### config.mk
export PLATFORM = sky130hd
export DESIGN_NAME = awgn_stats
export DESIGN_NICKNAME = d
export VERILOG_FILES = /design/src/rtl/awgn_pkg.sv /design/src/rtl/awgn_stats_sq.sv /design/src/rtl/awgn_stats.sv
export SDC_FILE = /design/constraint.sdc
export NUM_CORES = 2
export LEC_CHECK = 0
export BUFFER_PORTS_ARGS = -buffer_cell sky130_fd_sc_hd__clkbuf_2
export CORE_MARGIN = 4
export CORE_UTILIZATION = 45
export DETAILED_ROUTE_END_ITERATION = 8
export HOLD_SLACK_MARGIN = 0.06
export PLACE_DENSITY_LB_ADDON = 0.12
export REMOVE_ABC_BUFFERS = 1
export SLEW_MARGIN = 15
export SYNTH_ARGS = -nofsm -noshare
export SYNTH_HDL_FRONTEND = slang
export SYNTH_SLANG_ARGS = --single-unit
### constraint.sdc
create_clock -name clk -period 20.2 [get_ports clk]
set_input_delay 0 -clock clk [delete_from_list [all_inputs] [get_ports clk]]
set_output_delay 0 -clock clk [all_outputs]
set_load 0.02 [all_outputs]
### src/rtl/awgn_pkg.sv
// Shared types and width helpers for the AWGN statistics sink.
package awgn_pkg;

  typedef enum logic [1:0] {
    S_IDLE,
    S_RUN,
    S_DRAIN,
    S_DONE
  } state_t;

  localparam int DW_DEFAULT = 16;

  // Signed sum of 2^(log2n+1) samples needs log2n+1 extra bits.
  function automatic int sumw(input int dw, input int log2n);
    return dw + log2n + 1;
  endfunction

  // Each square is at most 2^(2*dw-2), so 2^(log2n+1) of them fit here.
  function automatic int sqw(input int dw, input int log2n);
    return 2 * dw + log2n;
  endfunction

endpackage

### src/rtl/awgn_stats_sq.sv
// Stage-2 square and magnitude of one signed sample, registered.
module awgn_stats_sq
  import awgn_pkg::*;
#(
  parameter int DW = DW_DEFAULT
) (
  input  logic                 clk,
  input  logic                 reset,
  input  logic signed [DW-1:0] x,
  output logic [2*DW-1:0]      sq,
  output logic [DW-1:0]        mag
);

  logic signed [2*DW-1:0] x_ext;
  logic signed [2*DW-1:0] prod;
  logic [DW-1:0]          abs_x;

  assign x_ext = {{DW{x[DW-1]}}, x};
  assign prod  = x_ext * x_ext;
  // The most negative value maps to 2^(DW-1), which is representable unsigned.
  assign abs_x = x[DW-1] ? (~x + 1'b1) : x;

  always_ff @(posedge clk or posedge reset) begin
    if (reset) begin
      sq  <= '0;
      mag <= '0;
    end else begin
      sq  <= prod;
      mag <= abs_x;
    end
  end

endmodule

### src/rtl/awgn_stats.sv
// Window statistics (mean, mean-square, peak |x|) over 2^LOG2N sample pairs.
module awgn_stats
  import awgn_pkg::*;
#(
  parameter int LOG2N = 10,
  parameter int DW    = DW_DEFAULT
) (
  input  logic                 clk,
  input  logic                 reset,
  input  logic                 v,
  input  logic signed [DW-1:0] x0,
  input  logic signed [DW-1:0] x1,
  input  logic                 start,
  output logic                 busy,
  output logic                 done,
  output logic signed [DW-1:0] mean,
  output logic [2*DW-1:0]      meansq,
  output logic [DW-1:0]        peak
);

  localparam int SUMW  = sumw(DW, LOG2N);
  localparam int SQW   = sqw(DW, LOG2N);
  localparam int NPAIR = 1 << LOG2N;
  localparam int SH    = LOG2N + 1;
  localparam logic [LOG2N:0] LAST_CNT = (LOG2N + 1)'(NPAIR - 1);

  state_t state_q, state_d;
  logic   accept, launch;

  logic [LOG2N:0] cnt_q;
  logic           drain_q;

  logic signed [DW-1:0] x0_s1, x1_s1, x0_s2, x1_s2;
  logic                 vld_s1, vld_s2;
  logic [2*DW-1:0]      sq0, sq1;
  logic [DW-1:0]        mag0, mag1;

  logic signed [SUMW-1:0] sum_q;
  logic [SQW-1:0]         sqsum_q;
  logic [DW-1:0]          peak_q, peak_nxt;

  always_ff @(posedge clk or posedge reset) begin
    if (reset) state_q <= S_IDLE;
    else       state_q <= state_d;
  end

  always_comb begin
    state_d = state_q;
    accept  = 1'b0;
    launch  = 1'b0;
    case (state_q)
      S_IDLE: begin
        if (start) begin
          launch  = 1'b1;
          state_d = S_RUN;
        end
      end
      S_RUN: begin
        accept = v;
        if (v && cnt_q == LAST_CNT) state_d = S_DRAIN;
      end
      S_DRAIN: begin
        if (drain_q) state_d = S_DONE;
      end
      S_DONE: state_d = S_IDLE;
      default: state_d = S_IDLE;
    endcase
  end

  assign busy = (state_q == S_RUN) || (state_q == S_DRAIN);

  awgn_stats_sq #(.DW(DW)) u_sq0 (.clk(clk), .reset(reset), .x(x0_s1), .sq(sq0), .mag(mag0));
  awgn_stats_sq #(.DW(DW)) u_sq1 (.clk(clk), .reset(reset), .x(x1_s1), .sq(sq1), .mag(mag1));

  always_comb begin
    peak_nxt = peak_q;
    if (mag0 > peak_nxt) peak_nxt = mag0;
    if (mag1 > peak_nxt) peak_nxt = mag1;
  end

  always_ff @(posedge clk or posedge reset) begin
    if (reset) begin
      cnt_q   <= '0;
      drain_q <= 1'b0;
      x0_s1   <= '0;
      x1_s1   <= '0;
      vld_s1  <= 1'b0;
      x0_s2   <= '0;
      x1_s2   <= '0;
      vld_s2  <= 1'b0;
      sum_q   <= '0;
      sqsum_q <= '0;
      peak_q  <= '0;
      done    <= 1'b0;
      mean    <= '0;
      meansq  <= '0;
      peak    <= '0;
    end else begin
      drain_q <= (state_q == S_DRAIN) ? ~drain_q : 1'b0;

      x0_s1  <= x0;
      x1_s1  <= x1;
      vld_s1 <= accept;
      x0_s2  <= x0_s1;
      x1_s2  <= x1_s1;
      vld_s2 <= vld_s1;

      // The pipeline is empty whenever a launch can happen, so clear wins outright.
      if (launch) begin
        cnt_q   <= '0;
        sum_q   <= '0;
        sqsum_q <= '0;
        peak_q  <= '0;
      end else begin
        if (accept) cnt_q <= cnt_q + 1'b1;
        if (vld_s2) begin
          sum_q   <= sum_q + SUMW'(x0_s2) + SUMW'(x1_s2);
          sqsum_q <= sqsum_q + SQW'(sq0) + SQW'(sq1);
          peak_q  <= peak_nxt;
        end
      end

      done <= (state_q == S_DONE);
      if (state_q == S_DONE) begin
        mean   <= DW'(sum_q >>> SH);
        meansq <= (2 * DW)'(sqsum_q >> SH);
        peak   <= peak_q;
      end
    end
  end

endmodule

### After elaboration in Yosys (flattened, before gate mapping)

Index checks and enable logic that the tools add are counted.

| word-level totals | value |
|---|---|
| flip-flop bits (word level) | 325 |
| bits in latches | 0 |
| bits in writable memories | 0 |
| ROM bits | 0 |
| bits of input ports | 36 |
| output and inout bits | 66 |
| logic and storage cells | 67 |
| memories kept | 0 |

| operators by class | value |
|---|---|
| $add $sub $neg | 7 |
| $mul | 2 |
| div/mod/pow operators | 0 |
| magnitude comparators | 2 |
| equality and inequality tests | 7 |
| shift-type cells | 0 |
| mux-type cells | 20 |
| bitwise gates (word level) | 3 |
| reduce and logical (&&, ||, !) cells | 6 |

Operators with widths:

| kind | count |
|---|---|
| $mux W16 | 6 |
| $add A42 B32 Y42 | 2 |
| $mux W42 | 2 |
| $mul A16 B16 Y32 | 2 |
| $add A27 B16 Y27 | 2 |
| $mux W27 | 2 |
| $add A16 B1 Y16 const B | 2 |
| $gt A16 B16 Y1 | 2 |
| $not A16 Y16 | 2 |
| $mux W11 | 2 |
| $add A11 B1 Y11 const B | 1 |
| $eq A11 B10 Y1 const B | 1 |
| $pmux W2 S4 | 1 |
| $mux W2 | 3 |
| $ne A2 B2 Y1 const B | 3 |
| $eq A2 B2 Y1 const B | 2 |
| $mux W1 | 4 |
| $reduce_bool A2 Y1 | 2 |
| $reduce_and A3 Y1 | 1 |
| $eq A2 B1 Y1 const B | 1 |
| $logic_not A2 Y1 | 1 |
| $logic_and A1 B1 Y1 | 1 |
| $logic_or A1 B1 Y1 | 1 |
| $not A1 Y1 | 1 |

### Longest topological paths before layout

| logic depth | value |
|---|---|
| word-level depth | 6 |
| mapped depth | 27 |
| mapped depth without buffers | 25 |

### Modules after synthesis

Synthesis repeated with hierarchy kept, for this count alone.

| second synthesis, totals | value |
|---|---|
| cells, all modules | 3404 |
| area, all modules | 34443.0 µm² |

By module, submodules not included:

| module | instances | cells an instance | area each (µm²) | sequential area each (µm²) |
|---|---|---|---|---|
| awgn_stats | 1 | 1197 | 13374.1 | 5730.5 |
| awgn_stats_sq at u_sq0 | 1 | 1121 | 10577.6 | 1151.1 |
| awgn_stats_sq at u_sq1 | 1 | 1086 | 10491.3 | 1151.1 |

### Least setup slack after synthesis

No wires, ideal clock.

| timing path | value |
|---|---|
| path type | register to register |
| start point | register x0_s1[1] |
| end point | register u_sq0.sq[31] |
| setup time | 0.080 ns |
| data arrival time | 6.533 ns |
| data required time | 20.120 ns |
| slack | 13.587 ns |
| stages on the path, launching flop included | 22 |
| buffers on the path | 1 |
| period minus slack after synthesis | 6.613 ns |
| cell sequence | dfrtp_1 > clkbuf_1 > clkinv_1 > nor2_1 > fa_1 > fa_1 > fa_1 > fa_1 > fa_1 > inv_1 > fa_1 > inv_1 > ha_1 > a21o_1 > a21oi_1 > nand2b_1 > o41ai_2 > o21ai_1 > or4_1 > a31o_1 > a21oi_2 > xnor2_1 |

| between the ends | value |
|---|---|
| word-level cells in the longest chain between the ends | 1 |

RTL lines:

| element | RTL line | text |
|---|---|---|
| from (decl) | awgn_stats.sv:33 | `logic signed [DW-1:0] x0_s1, x1_s1, x0_s2, x1_s2;` |
| from (signal assigned) | awgn_stats.sv:85 | `x0_s1 <= '0;` |
| from (signal assigned) | awgn_stats.sv:101 | `x0_s1 <= x0;` |
| $mul A16 B16 Y32 | awgn_stats_sq.sv:19 | `assign prod = x_ext * x_ext;` |
| via u_sq0.prod[31] | awgn_stats_sq.sv:15 | `logic signed [2*DW-1:0] prod;` |
| to (signal assigned) | awgn_stats_sq.sv:28 | `sq <= prod;` |
| to (decl) | awgn_stats_sq.sv:10 | `output logic [2*DW-1:0] sq,` |

The timed path passes the listed nets, and every way through them passes these cells.
A chain may end at the register's enable or synchronous reset.

### Worst setup path after layout

| timing path | value |
|---|---|
| start point | register x0_s1[15] |
| end point | register u_sq0.sq[31] |

The elaborated chain is that of the path after synthesis.

==> impl_metrics.prom <==
# TYPE chip_impl_metric gauge
chip_impl_info{name="status",value="complete, no violations"} 1
chip_impl_metric{name="postCtsResizedCells",unit=""} 0
chip_impl_metric{name="synth-seq-cells",unit=""} 319
chip_impl_metric{name="grt_pass1_vias",unit=""} 25187
chip_impl_metric{name="timing.final.ws_setup",unit="ns"} 12.46
chip_impl_metric{name="groute.layer.met1.usage",unit="%"} 28.6
chip_impl_metric{name="cts_max_level",unit=""} 2
chip_impl_info{name="crit-reg2reg-launch",value="x0_s1[15]"} 1
chip_impl_metric{name="non_filler_instance_count_after_layout",unit=""} 4392
chip_impl_metric{name="tritoncts_num_sinks",unit=""} 319
chip_impl_metric{name="drtPass1Iterations",unit=""} 5
chip_impl_metric{name="start_util",unit="%"} 45.3
chip_impl_metric{name="finalWeightedCongestion",unit=""} 0.867
chip_impl_metric{name="number_of_ports_placed_on_the_die_boundary",unit=""} 102
chip_impl_metric{name="synth.lib_cells_used.distinct",unit=""} 77
chip_impl_metric{name="cts_post_setup_buffers_inserted",unit=""} 0
chip_impl_metric{name="report.final.setup_viol",unit=""} 0
chip_impl_metric{name="synth_cells",unit=""} 3270
chip_impl_metric{name="core_region_area",unit="um2"} 74300
chip_impl_info{name="end_kind",value="flip-flop"} 1
chip_impl_metric{name="slew-limit-headroom",unit="%"} 22.5
chip_impl_metric{name="synth.yosys.warnings",unit=""} 0
chip_impl_metric{name="worst_slew_pin_slew",unit="ns"} 1.16
chip_impl_metric{name="dr.first_iter.drc_count",unit=""} 1042
chip_impl_metric{name="place_hpwl",unit="mm"} 63.6
chip_impl_metric{name="route.detailed.drc",unit=""} 0
chip_impl_metric{name="wl_per_cell",unit="um"} 18.5
chip_impl_metric{name="detail_route.vias_per_cell",unit=""} 5.19
chip_impl_metric{name="final_max_slew_violation_count",unit=""} 0
chip_impl_metric{name="cpPeakStageDelay",unit="ns"} 0.91
chip_impl_metric{name="grt_max_degree",unit=""} 141
chip_impl_metric{name="groute.usage.overall",unit="%"} 21.5
chip_impl_metric{name="port_buffers",unit=""} 100
chip_impl_metric{name="syn-cell-area",unit="um2"} 33700
chip_impl_metric{name="finalClockSkew",unit="ns"} 0.0255
chip_impl_info{name="critPathLaunchType",value="flip-flop"} 1
chip_impl_info{name="hold_path.startpoint",value="x0[12]"} 1
chip_impl_metric{name="grt_remaining_overflow",unit=""} 0
chip_impl_metric{name="final_antenna_net_count",unit=""} 0
chip_impl_metric{name="signal_arrival_time_at_the_worst_endpoint",unit="ns"} 8.24
chip_impl_metric{name="synth_edf_count",unit=""} 0
chip_impl_info{name="crit_top_cell",value="fa_1"} 1
chip_impl_metric{name="number_of_buffer_and_inverter_instances_along_the_worst_setup_path",unit=""} 4
chip_impl_info{name="unrepaired_setup_endpoints_after_global_routing",value="no"} 1
chip_impl_info{name="cp_cell_sequence",value="buf_4, clkinv_1, nor2_1, fa_1, fa_1, fa_1, fa_1, fa_1, inv_1, fa_1, inv_1, ha_1, a21o_1, a21oi_1, nand2b_1, o41ai_2, o21ai_1, or4_1, a31o_1, a21oi_2, xnor2_1"} 1
chip_impl_metric{name="areaGrowthSynthToFinish",unit="%"} 10.5
chip_impl_info{name="critical_path_class",value="reg2reg"} 1
chip_impl_metric{name="dp_slack",unit="ns"} 12.45
chip_impl_info{name="crit_slowest_cell",value="fa_1"} 1
chip_impl_metric{name="post_route_cells_drive_above_1_share",unit="%"} 8.85
chip_impl_info{name="synthTopCellsByArea",value="fa_1, dfrtp_1, ha_1"} 1
chip_impl_metric{name="grtUsageMet2",unit="%"} 37.6
chip_impl_metric{name="critical_path_required",unit="ns"} 20.70
chip_impl_metric{name="cts_made_buffers",unit=""} 41
chip_impl_metric{name="placed_cells",unit=""} 4265
chip_impl_info{name="cts_tree",value="yes"} 1
chip_impl_metric{name="fin_crit",unit="ns"} 7.74
chip_impl_metric{name="detailroute.via_count",unit=""} 22801
chip_impl_info{name="cpLargestDelayFamily",value="adder cells"} 1
chip_impl_metric{name="hold_slack",unit="ns"} 0.0863
chip_impl_metric{name="clock_insertion_delay_worst_skew",unit="ns"} 0.58
chip_impl_metric{name="grt_use_met3",unit="%"} 2.53
chip_impl_metric{name="cts_hold_buf",unit=""} 53
chip_impl_metric{name="die_height",unit="um"} 282
chip_impl_metric{name="ys_async_sr_fraction",unit="%"} 100
chip_impl_info{name="worst_hold_path_type",value="in2reg"} 1
chip_impl_metric{name="die_area",unit="um2"} 79300
chip_impl_metric{name="cts.clk_slew.worst_paths",unit="ns"} 0.06
chip_impl_metric{name="first_pass_grt_wire_length",unit="mm"} 134
chip_impl_info{name="grt_busiest_layer",value="met2"} 1
chip_impl_metric{name="dieWidth",unit="um"} 282
chip_impl_metric{name="final.period_utilization",unit="%"} 38.3
chip_impl_metric{name="fillerInstances",unit=""} 6852
chip_impl_metric{name="number_of_antenna_violations_at_the_first_check_in_global_routing",unit=""} 2
chip_impl_metric{name="number_of_nets_in_the_layout",unit=""} 4238
chip_impl_info{name="cts-root-buf",value="clkbuf_16"} 1
chip_impl_metric{name="syn_area_per_cell",unit="um2"} 10.3
chip_impl_metric{name="timing.final.hold_violations",unit=""} 0
chip_impl_metric{name="crit_fanout",unit=""} 30
chip_impl_metric{name="synth_seq_area_share",unit="%"} 23.7
chip_impl_metric{name="drv.max_cap_violation_count",unit=""} 0
chip_impl_info{name="ys.flop_type",value="dfrtp_1"} 1
chip_impl_info{name="yosysTopAreaCell",value="fa_1"} 1
chip_impl_info{name="cp-startpoint",value="x0_s1[15]"} 1
chip_impl_metric{name="routed_wirelength",unit="mm"} 81.2
chip_impl_metric{name="synth_top_cell_area_share",unit="%"} 31.4
chip_impl_metric{name="final.setup.tns",unit="ns"} 0
chip_impl_metric{name="placementRows",unit=""} 100
chip_impl_metric{name="max-clock-path-buffers",unit=""} 3
chip_impl_metric{name="maxClockFrequency",unit="GHz"} 0.129
[worst paths after layout]
| path | endpoint | slack [ns] | cells past startpoint |
|---|---|---|---|
| setup / recovery | u_sq0.sq[31] | 12.46 | 21 |
| hold / removal | x0_s1[12] | 0.09 | 2 |
| setup reg to reg | u_sq0.sq[31] | 12.46 | 21 |
| hold reg to reg | vld_s2 | 0.35 | 0 |
| max in group asynchronous | vld_s2 | 18.62 | 4 |
| min in group asynchronous | x0_s1[1] | 0.10 | 3 |
[worst reg2reg max path: stages, from the launching register on]
cell and delay [ns]:
dfrtp_1 0.32, buf_4 0.34, clkinv_1 0.58, nor2_1 0.49, fa_1 0.62, fa_1 0.92, fa_1 0.53, fa_1 0.50
fa_1 0.49, inv_1 0.05, fa_1 0.47, inv_1 0.04, ha_1 0.34, a21o_1 0.18, a21oi_1 0.17, nand2b_1 0.10
o41ai_2 0.41, o21ai_1 0.16, or4_1 0.45, a31o_1 0.25, a21oi_2 0.14, xnor2_1 0.13
[cells in the mapped netlist (5+ instances only)]
library cell  instances
a31o_2                9
nor2_1              189
dfrtp_1             319
o21ai_1              19
xnor2_1             129
xor2_1               41
nand2_1             210
nor3_1               29
or3_1                19
fa_1                528
clkbuf_1             83
mux2_2               65
mux2i_1              51
and3_1               29
a21oi_1             109
nand4_1              17
ha_1                282
nand3_1              31
o21ai_0              62
inv_1               660
o31ai_1              24
nand2b_1             26
nor2b_1              18
a211oi_1             17
a32oi_1              16
and2_1               78
a31oi_1               8
clkinv_1              7
or2_2                 7
buf_1                17
o21a_1               18
a21o_1               59
o21bai_1             14
nor4_1                5
[cells by family (layout without fill, tap and decap cells)]
kind of cell               count (synthesis)  after routing  synth area share [%]
adders and majority gates                810            810                  41.9
buffers and inverters                    772            922                  8.62
and+or+nand+nor                          672            672                  9.38
AOI/OAI and AO/OA                        409            409                  8.29
DFF                                      319            319                  23.7
xor gates and xnor gates                 170            170                  4.42
muxes                                    117            117                  3.72
other                                      1              4                0.0111
[through the flow]
stage | utilization (%) | instance area [um2]
finish | 50.1 | 37200
global route | 50.1 | 37200
CTS | 50.1 | 37200
detailed placement | 47.4 | 35300
global placement | 47.4 | 35300
floorplan | - | 33300
[cell type report]
cell class,count,area (um2),area share [%]
clock buffers,57,1210,3.24
flip-flops and latches,319,7990,21.5
repair buffers,179,1240,3.33
diodes,1,2.50,0.00672
well taps,969,1210,3.26
multi-input cells,2181,22800,61.3
clock inverters,16,229,0.615
inverters,670,2520,6.78
[per-layer routing]
layer  wire (um)  share of wire [%]
met1       35000                 43
met2       40900                 50
met3        3020                3.7
met4        2210                2.7
met5           0                  0
[sequential cells by signal (all words and copies together) (netlist names), 2 cells and up]
name / flops
x1_s2: 15
x1_s1: 16
cnt_q: 11
sum_q: 27
x0_s2: 15
peak_q: 16
sqsum_q: 42
u_sq1.mag: 16
u_sq0.sq: 30
peak: 16
meansq: 31
u_sq0.mag: 16
state_q: 2
x0_s1: 16
u_sq1.sq: 30
mean: 16
[cells in the final DEF (no fill, tap or decap), types with 24 or more instances in the layout]
cell type and n:
xnor2_1 129, ha_1 281, nor2_1 189, nor3_1 29
dfrtp_1 318, and3_1 29, nand3_1 31, nand2_1 210
o31ai_1 24, clkbuf_16 41, dlygate4sd3_1 53, fa_1 528
o21ai_0 62, inv_1 658, mux2_2 65, a21o_1 59
buf_4 25, and2_1 77, a21oi_1 109, mux2i_1 51
nand2b_1 26, clkbuf_2 100, xor2_1 41
Power is not shown: default switching activity piles up to over one toggle a cycle in this logic, so the estimate is an artifact.
